## config.mk

```make
export PLATFORM = sky130hd
export DESIGN_NAME = ym_bus_slave
export DESIGN_NICKNAME = d
export VERILOG_FILES = /design/src/rtl/ym_bus_slave.sv
export SDC_FILE = /design/constraint.sdc
export NUM_CORES = 1
export LEC_CHECK = 0
export ABC_CLOCK_PERIOD_IN_PS = 1650
export CAP_MARGIN = 20
export CORE_AREA = 4 4 58 60
export CTS_BUF_LIST = sky130_fd_sc_hd__clkbuf_16
export DETAILED_ROUTE_END_ITERATION = 6
export DIE_AREA = 0 0 62 64
export GPL_TIMING_DRIVEN = 0
export HOLD_SLACK_MARGIN = 0.03
export MAX_ROUTING_LAYER = met4
export PLACE_DENSITY = 0.76
export SLEW_MARGIN = 20
export SYNTH_ARGS = -nofsm -noshare
export SYNTH_HDL_FRONTEND = slang
export SYNTH_SLANG_ARGS = --single-unit
export TNS_END_PERCENT = 10
```

## constraint.sdc

```tcl
create_clock -name cpu_clock -period 1.65 [get_ports cpu_clock]
set_input_delay 0.165 -clock cpu_clock [delete_from_list [all_inputs] [get_ports cpu_clock]]
set_output_delay 0.165 -clock cpu_clock [all_outputs]
set_load 0.05 [all_outputs]
```

## src/rtl/ym_bus_slave.sv

```systemverilog
// ym_bus_slave: PSG-style bus slave holding two 16 x 8 register banks (chip A/B).
// The bus mode {bdir,bc1} is synchronized (2 flops) and then glitch-filtered
// (2 cycles) before it drives the IDLE/LATCH/WRITE/READ state machine.
// A write is committed when the FSM leaves WRITE, if the latched address was valid.
//
// Optional feature macro: YM_BUS_SLAVE_RD_EN -- when defined, the READ state and
// the read data path exist; otherwise mode 01 is idle and d_oe/d_out are tied 0.
//
// Ports:
//   cpu_clock   - single clock
//   reset       - asynchronous, active-low reset
//   bdir, bc1   - bus mode from upstream decoder (00 idle, 01 read, 10 write, 11 latch)
//   ym_sel      - chip select level (0 = chip A, 1 = chip B)
//   d_in        - CPU data bus
//   d_out, d_oe - read data and its drive enable
//   wr_stb      - one-cycle pulse per committed write
//   wr_chip, wr_addr, wr_data - chip/register/masked data of last committed write
//   env_restart - one-cycle pulse on every committed write to R13
module ym_bus_slave (
    input  logic       cpu_clock,
    input  logic       reset,
    input  logic       bdir,
    input  logic       bc1,
    input  logic       ym_sel,
    input  logic [7:0] d_in,
    output logic [7:0] d_out,
    output logic       d_oe,
    output logic       wr_stb,
    output logic       wr_chip,
    output logic [3:0] wr_addr,
    output logic [7:0] wr_data,
    output logic       env_restart
);

    localparam int unsigned DW      = 8;
    localparam int unsigned AW      = 4;
    localparam int unsigned NREG    = 16;
    localparam int unsigned NCHIP   = 2;
    localparam logic [AW-1:0] ENV_REG = AW'(13);

`ifdef YM_BUS_SLAVE_RD_EN
    typedef enum logic [1:0] {IDLE = 2'd0, READ = 2'd1, WRITE = 2'd2, LATCH = 2'd3} state_t;
`else
    typedef enum logic [1:0] {IDLE = 2'd0, WRITE = 2'd2, LATCH = 2'd3} state_t;
`endif

    // Clear the unimplemented upper bits of narrow registers.
    function automatic logic [DW-1:0] mask_data(input logic [AW-1:0] a, input logic [DW-1:0] d);
        case (a)
            AW'(1), AW'(3), AW'(5), AW'(13): mask_data = {4'h0, d[3:0]};
            AW'(6), AW'(8), AW'(9), AW'(10): mask_data = {3'h0, d[4:0]};
            default:                         mask_data = d;
        endcase
    endfunction

    state_t          state, state_n;
    logic            bdir_s1, bdir_s2, bc1_s1, bc1_s2;
    logic [1:0]      mode_q;
    logic [1:0]      mode_sync;
    logic            stable;
    logic [AW-1:0]   addr, addr_n;
    logic            addr_ok, addr_ok_n;
    logic            chip_q;
    logic            commit_c;

    assign mode_sync = {bdir_s2, bc1_s2};
    assign stable    = (mode_sync == mode_q);

    // Next state follows the filtered mode; LATCH updates the address every cycle.
    always_comb begin
        state_n   = state;
        addr_n    = addr;
        addr_ok_n = addr_ok;
        if (stable) begin
            case (mode_sync)
                2'b10:   state_n = WRITE;
                2'b11:   state_n = LATCH;
`ifdef YM_BUS_SLAVE_RD_EN
                2'b01:   state_n = READ;
`endif
                default: state_n = IDLE;
            endcase
        end
        if (state == LATCH) begin
            addr_n    = d_in[3:0];
            addr_ok_n = (d_in[7:4] == 4'h0);
        end
    end

    // Commit the last WRITE-cycle data on the edge that leaves WRITE.
    assign commit_c = (state == WRITE) && (state_n != WRITE) && addr_ok;

    // Synchronizer, glitch filter, FSM state and write-side outputs.
    always_ff @(posedge cpu_clock or negedge reset) begin
        if (!reset) begin
            bdir_s1     <= 1'b0;
            bdir_s2     <= 1'b0;
            bc1_s1      <= 1'b0;
            bc1_s2      <= 1'b0;
            mode_q      <= 2'b00;
            state       <= IDLE;
            addr        <= '0;
            addr_ok     <= 1'b0;
            chip_q      <= 1'b0;
            wr_stb      <= 1'b0;
            wr_chip     <= 1'b0;
            wr_addr     <= '0;
            wr_data     <= '0;
            env_restart <= 1'b0;
        end else begin
            bdir_s1     <= bdir;
            bdir_s2     <= bdir_s1;
            bc1_s1      <= bc1;
            bc1_s2      <= bc1_s1;
            mode_q      <= mode_sync;
            state       <= state_n;
            addr        <= addr_n;
            addr_ok     <= addr_ok_n;
            wr_stb      <= commit_c;
            env_restart <= commit_c && (addr == ENV_REG);
            // Chip is frozen at WRITE entry; later ym_sel moves are ignored.
            if ((state != WRITE) && (state_n == WRITE)) begin
                chip_q <= ym_sel;
            end
            if (commit_c) begin
                wr_chip <= chip_q;
                wr_addr <= addr;
                wr_data <= mask_data(addr, d_in);
            end
        end
    end

`ifdef YM_BUS_SLAVE_RD_EN
    logic [DW-1:0] regs [NCHIP][NREG];

    // Register banks plus registered read port (chip select is live while reading).
    always_ff @(posedge cpu_clock or negedge reset) begin
        if (!reset) begin
            for (int c = 0; c < int'(NCHIP); c++) begin
                for (int r = 0; r < int'(NREG); r++) begin
                    regs[c][r] <= '0;
                end
            end
            d_oe  <= 1'b0;
            d_out <= '0;
        end else begin
            if (commit_c) begin
                regs[chip_q][addr] <= mask_data(addr, d_in);
            end
            d_oe  <= (state_n == READ);
            if (state_n == READ) begin
                d_out <= addr_ok_n ? regs[ym_sel][addr_n] : 8'hFF;
            end else begin
                d_out <= '0;
            end
        end
    end
`else
    // With no read path the banks have no observer; only the write strobe
    // interface carries committed data.
    assign d_oe  = 1'b0;
    assign d_out = '0;
`endif

endmodule
```

Word level (Yosys, flattened, before mapping). Index checks and enable logic that the tools add are counted.

Mux-type cells: 3. Equality and inequality tests: 16. Reduce and logical (&&, ||, !) cells: 7.

Operators with widths (number): $eq 4x4->1 const B (4); $pmux 8 s2 (1); $eq 2x2->1 const B (5); $eq 4x3->1 const B (2); $reduce_or 4->1 (2); $eq 4x1->1 const B (1); $eq 4x2->1 const B (1); $logic_and 1x1->1 (4); $logic_not 4->1 (1); $ne 2x2->1 const B (2); $pmux 2 s2 (1); $eq 2x2->1 (1); $mux 2 (1).

Input port bits: 13. Bits in registers: 29. Word-level logic and storage cells: 40.

Depth between registers and ports, before layout.
Depth after elaboration: 7. Depth in mapped cells: 5.

Worst setup path before layout. No wires, ideal clock.

Kind: reg-to-reg. Start point: register mode_q[1]. End point: register wr_addr[1]. Arrival: 1368 ps. Slack: 157 ps. Setup time: 125 ps. Cell stages (with the launch flop): 6. Path buffers: 1. Clock period less this slack: 1493 ps. Cells stage by stage: dfrtp_1 -> nor3b_1 -> o21ai_2 -> nand4_4 -> buf_6 -> mux2_4.

Cells in the longest elaborated chain, start to end: 5.

Ends and longest elaborated chain: start: declaration (RTL line 58) `logic [1:0] mode_q;`; start signal: assignment (RTL line 115) `mode_q <= mode_sync;`; $eq 2x2->1 (RTL line 67) `assign stable = (mode_sync == mode_q);`; $mux 2 (RTL line 74) `if (stable) begin`; $ne 2x2->1 (RTL line 91) `assign commit_c = (state == WRITE) && (state_n != WRITE) && addr_ok;`; $logic_and 1x1->1 (2 in series) (RTL line 91); end signal: assignment (RTL line 127) `wr_addr <= addr;`; end: declaration (RTL line 30) `output logic [3:0] wr_addr,`.

Every way passes these cells. A chain may end at the register's enable or synchronous reset.

Worst setup path in the final report.
Start point: register wr_data[4]. End point: output port wr_data[4].

RTL lines: start: declaration (RTL line 31) `output logic [7:0] wr_data,`; start signal: assignment (RTL line 128) `wr_data <= mask_data(addr, d_in);`.

No word-level cell between the ends.

==> results.md <==
- The area growth from synthesis to layout is 40.5%.
- The count of unique library cells instantiated by Yosys is 27.
- Using the TritonRoute via totals, the vias-per-cell ratio works out to 4.60.
- The start point of the worst hold path is bc1.
- For this run, the number of standard cells in the final layout without fillers is 174.
- The post-route netlist has 27.7% of its cells at a drive strength greater than 1.
- The tool flagged a number of max-cap violations equal to 0.
- The initial antenna violation count came to 0.
- The final count of negative-setup-slack endpoints is 0.
- In the synthesized netlist the dominant register cell turns out to be sky130_fd_sc_hd__dfrtp_1.
- The count of buffering cells on the critical path with inverters included is 1.
- The highest metal layer carrying signal wires in the routed design is met4.
- STA classifies the critical path endpoint as an output port.
- In this run the number of H-tree levels came out at 2.
- The final net count is 153.
- The vertical die dimension is 64 µm.
- After global routing the overflow that remains totals 0.
- On the critical path, the stage with the largest delay is an instance of sky130_fd_sc_hd__clkdlybuf4s50_1.
- The full die area is 0.00397 mm².
- The critical path starts at wr_data[4]$_DFFE_PN0P_.
- The worst pin sits at a relative slew slack of 58.0%.
- The cell area that synthesis handed to floorplanning was 0.00125 mm².
- The worst path needs 1.59 ns of the cycle, external delays included.
- The initial cell density of the core is 42.6%.
- The count of input and output buffers is 27.
- After detailed routing, the wire length on met1 is 1.02 mm.
- Wires add up to 2.26 mm.
- The number of cells on the worst reg-to-reg path is 5.
- The register area share after synthesis is 58.1%.
- Yosys mapped a number of flops with a built-in enable equal to 0.
- The number of vias after detailed routing is 800.
- Derived from the worst setup path, the maximum achievable clock frequency is 0.628 GHz.
- The length of routed met2 wiring is 1.01 mm.
- The final routed wire length divided by cell count is 13.0 µm.
- The I/O pin total is 37.
- The worst register-to-register path begins at bc1_s2$_DFF_PN0_.
- The number of fill cells is 251.
- The floorplan has 20 rows.
- The worst-case IR drop observed on VDD is 0.00133 V.
- Entering global routing, the biggest net connects 30 pins.
- The post-layout utilization of the core is 59.9%.
- A synthesized cell averages 13.1 µm².
- The aggregate global-route resource usage is 14.1%.
- The clock-pin transition on the worst setup and hold timing paths is 0.05 ns.
- The number of synthesis warnings is 0.
- The setup skew after layout is 0.00172 ns.
- Setup repair after global routing left no endpoint under its margin.
- The proportion of synthesized flip-flops having asynchronous set or reset is 100%.
- TritonCTS built the clock tree.
- The width of the die is 62 µm.
- The most frequent standard cell in the layout excluding fill and tap cells is sky130_fd_sc_hd__dfrtp_1.
- In this run the deepest clock path goes through 2 buffers.
- The cell sitting at the root of the clock tree is a sky130_fd_sc_hd__clkbuf_16.
- The final number of max-transition violations came to 0.
- In the finished design, the share of the clock period the worst path needs comes to 96.5%.
- The critical path goes through clkdlybuf4s50_1.
- The min-delay analysis places its worst path in the category in2reg.
- After floorplanning, the core was sized to cover 0.00293 mm².
- In the layout the commonest cells are 28 x sky130_fd_sc_hd__dfrtp_1, 26 x sky130_fd_sc_hd__clkdlybuf4s50_1, 11 x sky130_fd_sc_hd__buf_4.
- The synthesized design contains 29 register bits.
- The later pin in the worst-skew pair is clocked with a latency of 0.27 ns.
- The kind of cell with the highest combined delay on the critical path is buffers and inverters.
- The total number of clock tree sinks is 29.
- The antenna violation net count after detailed routing is 0.
- Routability-driven placement finished with a final weighted congestion of 0.763.
- Including well taps, the total number of placed cells is 163.
- Synthesis produced a netlist whose cell count is 95.
- The largest single stage delay on the critical path is 0.81 ns.
- STA classifies the critical path startpoint as a flip-flop.
- For this design the static power due to leakage is 0.832 nW.
- In this run the number of cells on the critical path is 1.
- The final hold violation count is 0.
- The first detailed-routing pass took 5 iterations.
- The data required time of the critical path is 1.48 ns.
- Data arrives at the worst endpoint at 1.43 ns.
- The post-detailed-route DRC marker count is 0.
- Dividing total power by cell area gives a power density of 1900 mW/mm².
- Along the worst path, the maximum fanout reaches 2.
- The critical path class is reg2out.
- The repair_antennas step left the layout with diodes totalling 0.
- Along the worst hold path, the cell count comes to 1.
- The run finished with clean final reports.
- The number of DRC markers after the initial detailed-route iteration is 15.
- TritonCTS created 5 clock buffers.
- At the pin with the least slew margin, the transition time is 0.630 ns.
- The half-perimeter wire length after detailed placement is 1.68 mm.
- The via count of the first global-routing pass was 823.
- The met3 wire length is 195 µm.
- The wire length of the first global-routing pass is 3.96 mm.
==> cell families after synthesis <==
kind of cell              after synthesis  synth area share [%]
xor gates and xnor gates                1                 0.702
DFF                                    29                  58.1
other                                   1                 0.300
buffers and inverters                  17                  8.42
AOI/OAI and AO/OA                      11                  5.91
and+or+nand+nor                        18                  9.12
muxes                                  18                  17.4
==> state kept, by name, summed over array words and instances, names as in the netlist <==
register and cells:
env_restart 1, state 2, chip_q 1, addr 4, mode_q 2, wr_chip 1, bc1_s2 1, wr_stb 1
wr_addr 4, bdir_s2 1, wr_data 8, addr_ok 1, bdir_s1 1, bc1_s1 1
==> layer usage <==
layer	GRT usage, %	up-vias
met5	-	-
met4	3.98	0
met3	6.87	4
met2	19.4	29
met1	18.3	377
li1	-	390
==> cell usage after synthesis (2+ instances only) <==
| cell type | instances | area, µm² |
|---|---|---|
| sky130_fd_sc_hd__buf_4 | 9 | 67.6 |
| sky130_fd_sc_hd__dfrtp_1 | 29 | 726 |
| sky130_fd_sc_hd__inv_1 | 7 | 26.3 |
| sky130_fd_sc_hd__mux2_2 | 10 | 113 |
| sky130_fd_sc_hd__mux2_4 | 5 | 75.1 |
| sky130_fd_sc_hd__mux2i_1 | 3 | 30.0 |
| sky130_fd_sc_hd__nand2_1 | 6 | 22.5 |
| sky130_fd_sc_hd__nor2_1 | 3 | 11.3 |
| sky130_fd_sc_hd__nor3b_1 | 2 | 15.0 |
| sky130_fd_sc_hd__o21ai_0 | 4 | 20.0 |
==> power by group <==
| group | internal [mW] | leakage, nW | switching [mW] |
|---|---|---|---|
| registers | 0.948 | 0.353 | 0.182 |
| clock network | 0.542 | 0.0687 | 0.286 |
| logic | 0.553 | 0.411 | 0.824 |
==> final timing paths <==
| check | slack [ns] | endpoint |
|---|---|---|
| setup / recovery | 0.06 | wr_data[4] |
| max in group asynchronous | 0.75 | mode_q[1]$_DFF_PN0_ |
| hold / removal | 0.34 | bc1_s1$_DFF_PN0_ |
| setup reg to reg | 0.11 | wr_addr[3]$_DFFE_PN0P_ |
| hold reg to reg | 0.34 | bc1_s2$_DFF_PN0_ |
| min in group asynchronous | 0.44 | addr[0]$_DFFE_PN0N_ |
==> layout make-up <==
| type | count | area (µm²) | share of cell area, % |
|---|---|---|---|
| Timing Repair Buffer | 30 | 290 | 16.5 |
| Multi-Input combinational cell | 57 | 453 | 25.8 |
| Clock buffer | 5 | 125 | 7.13 |
| Tap cell | 33 | 41.3 | 2.35 |
| Buffer | 10 | 78.8 | 4.49 |
| Inverter | 7 | 26.3 | 1.50 |
| Sequential cell | 29 | 727 | 41.4 |
| Clock inverter | 3 | 12.5 | 0.713 |
==> timing repair <==
action                                  CTS  global route
endpoints found under the hold margin    29             0
buffers inserted                          2             0
resized for setup                         2             0
hold buffers                              1             0
endpoints found under the setup margin    5             0
==> stage by stage <==
stage / hold slack (ns) / TNS [ns] / total power, mW / worst slack (ns) / instance area, µm²
CTS: 0.331 / 0 / 3.38 / 0.0480 / 1750
finish: 0.340 / 0 / 3.33 / 0.0580 / 1750
global placement: 0.334 / 0 / 2.48 / 0.0177 / 1590
global route: 0.328 / 0 / 3.52 / 0.00407 / 1750
detailed placement: 0.224 / -0.103 / 2.52 / -0.0244 / 1590
floorplan: -0.131 / 0 / 2.07 / 0.157 / 1280
(Power assumes the default switching activity.)
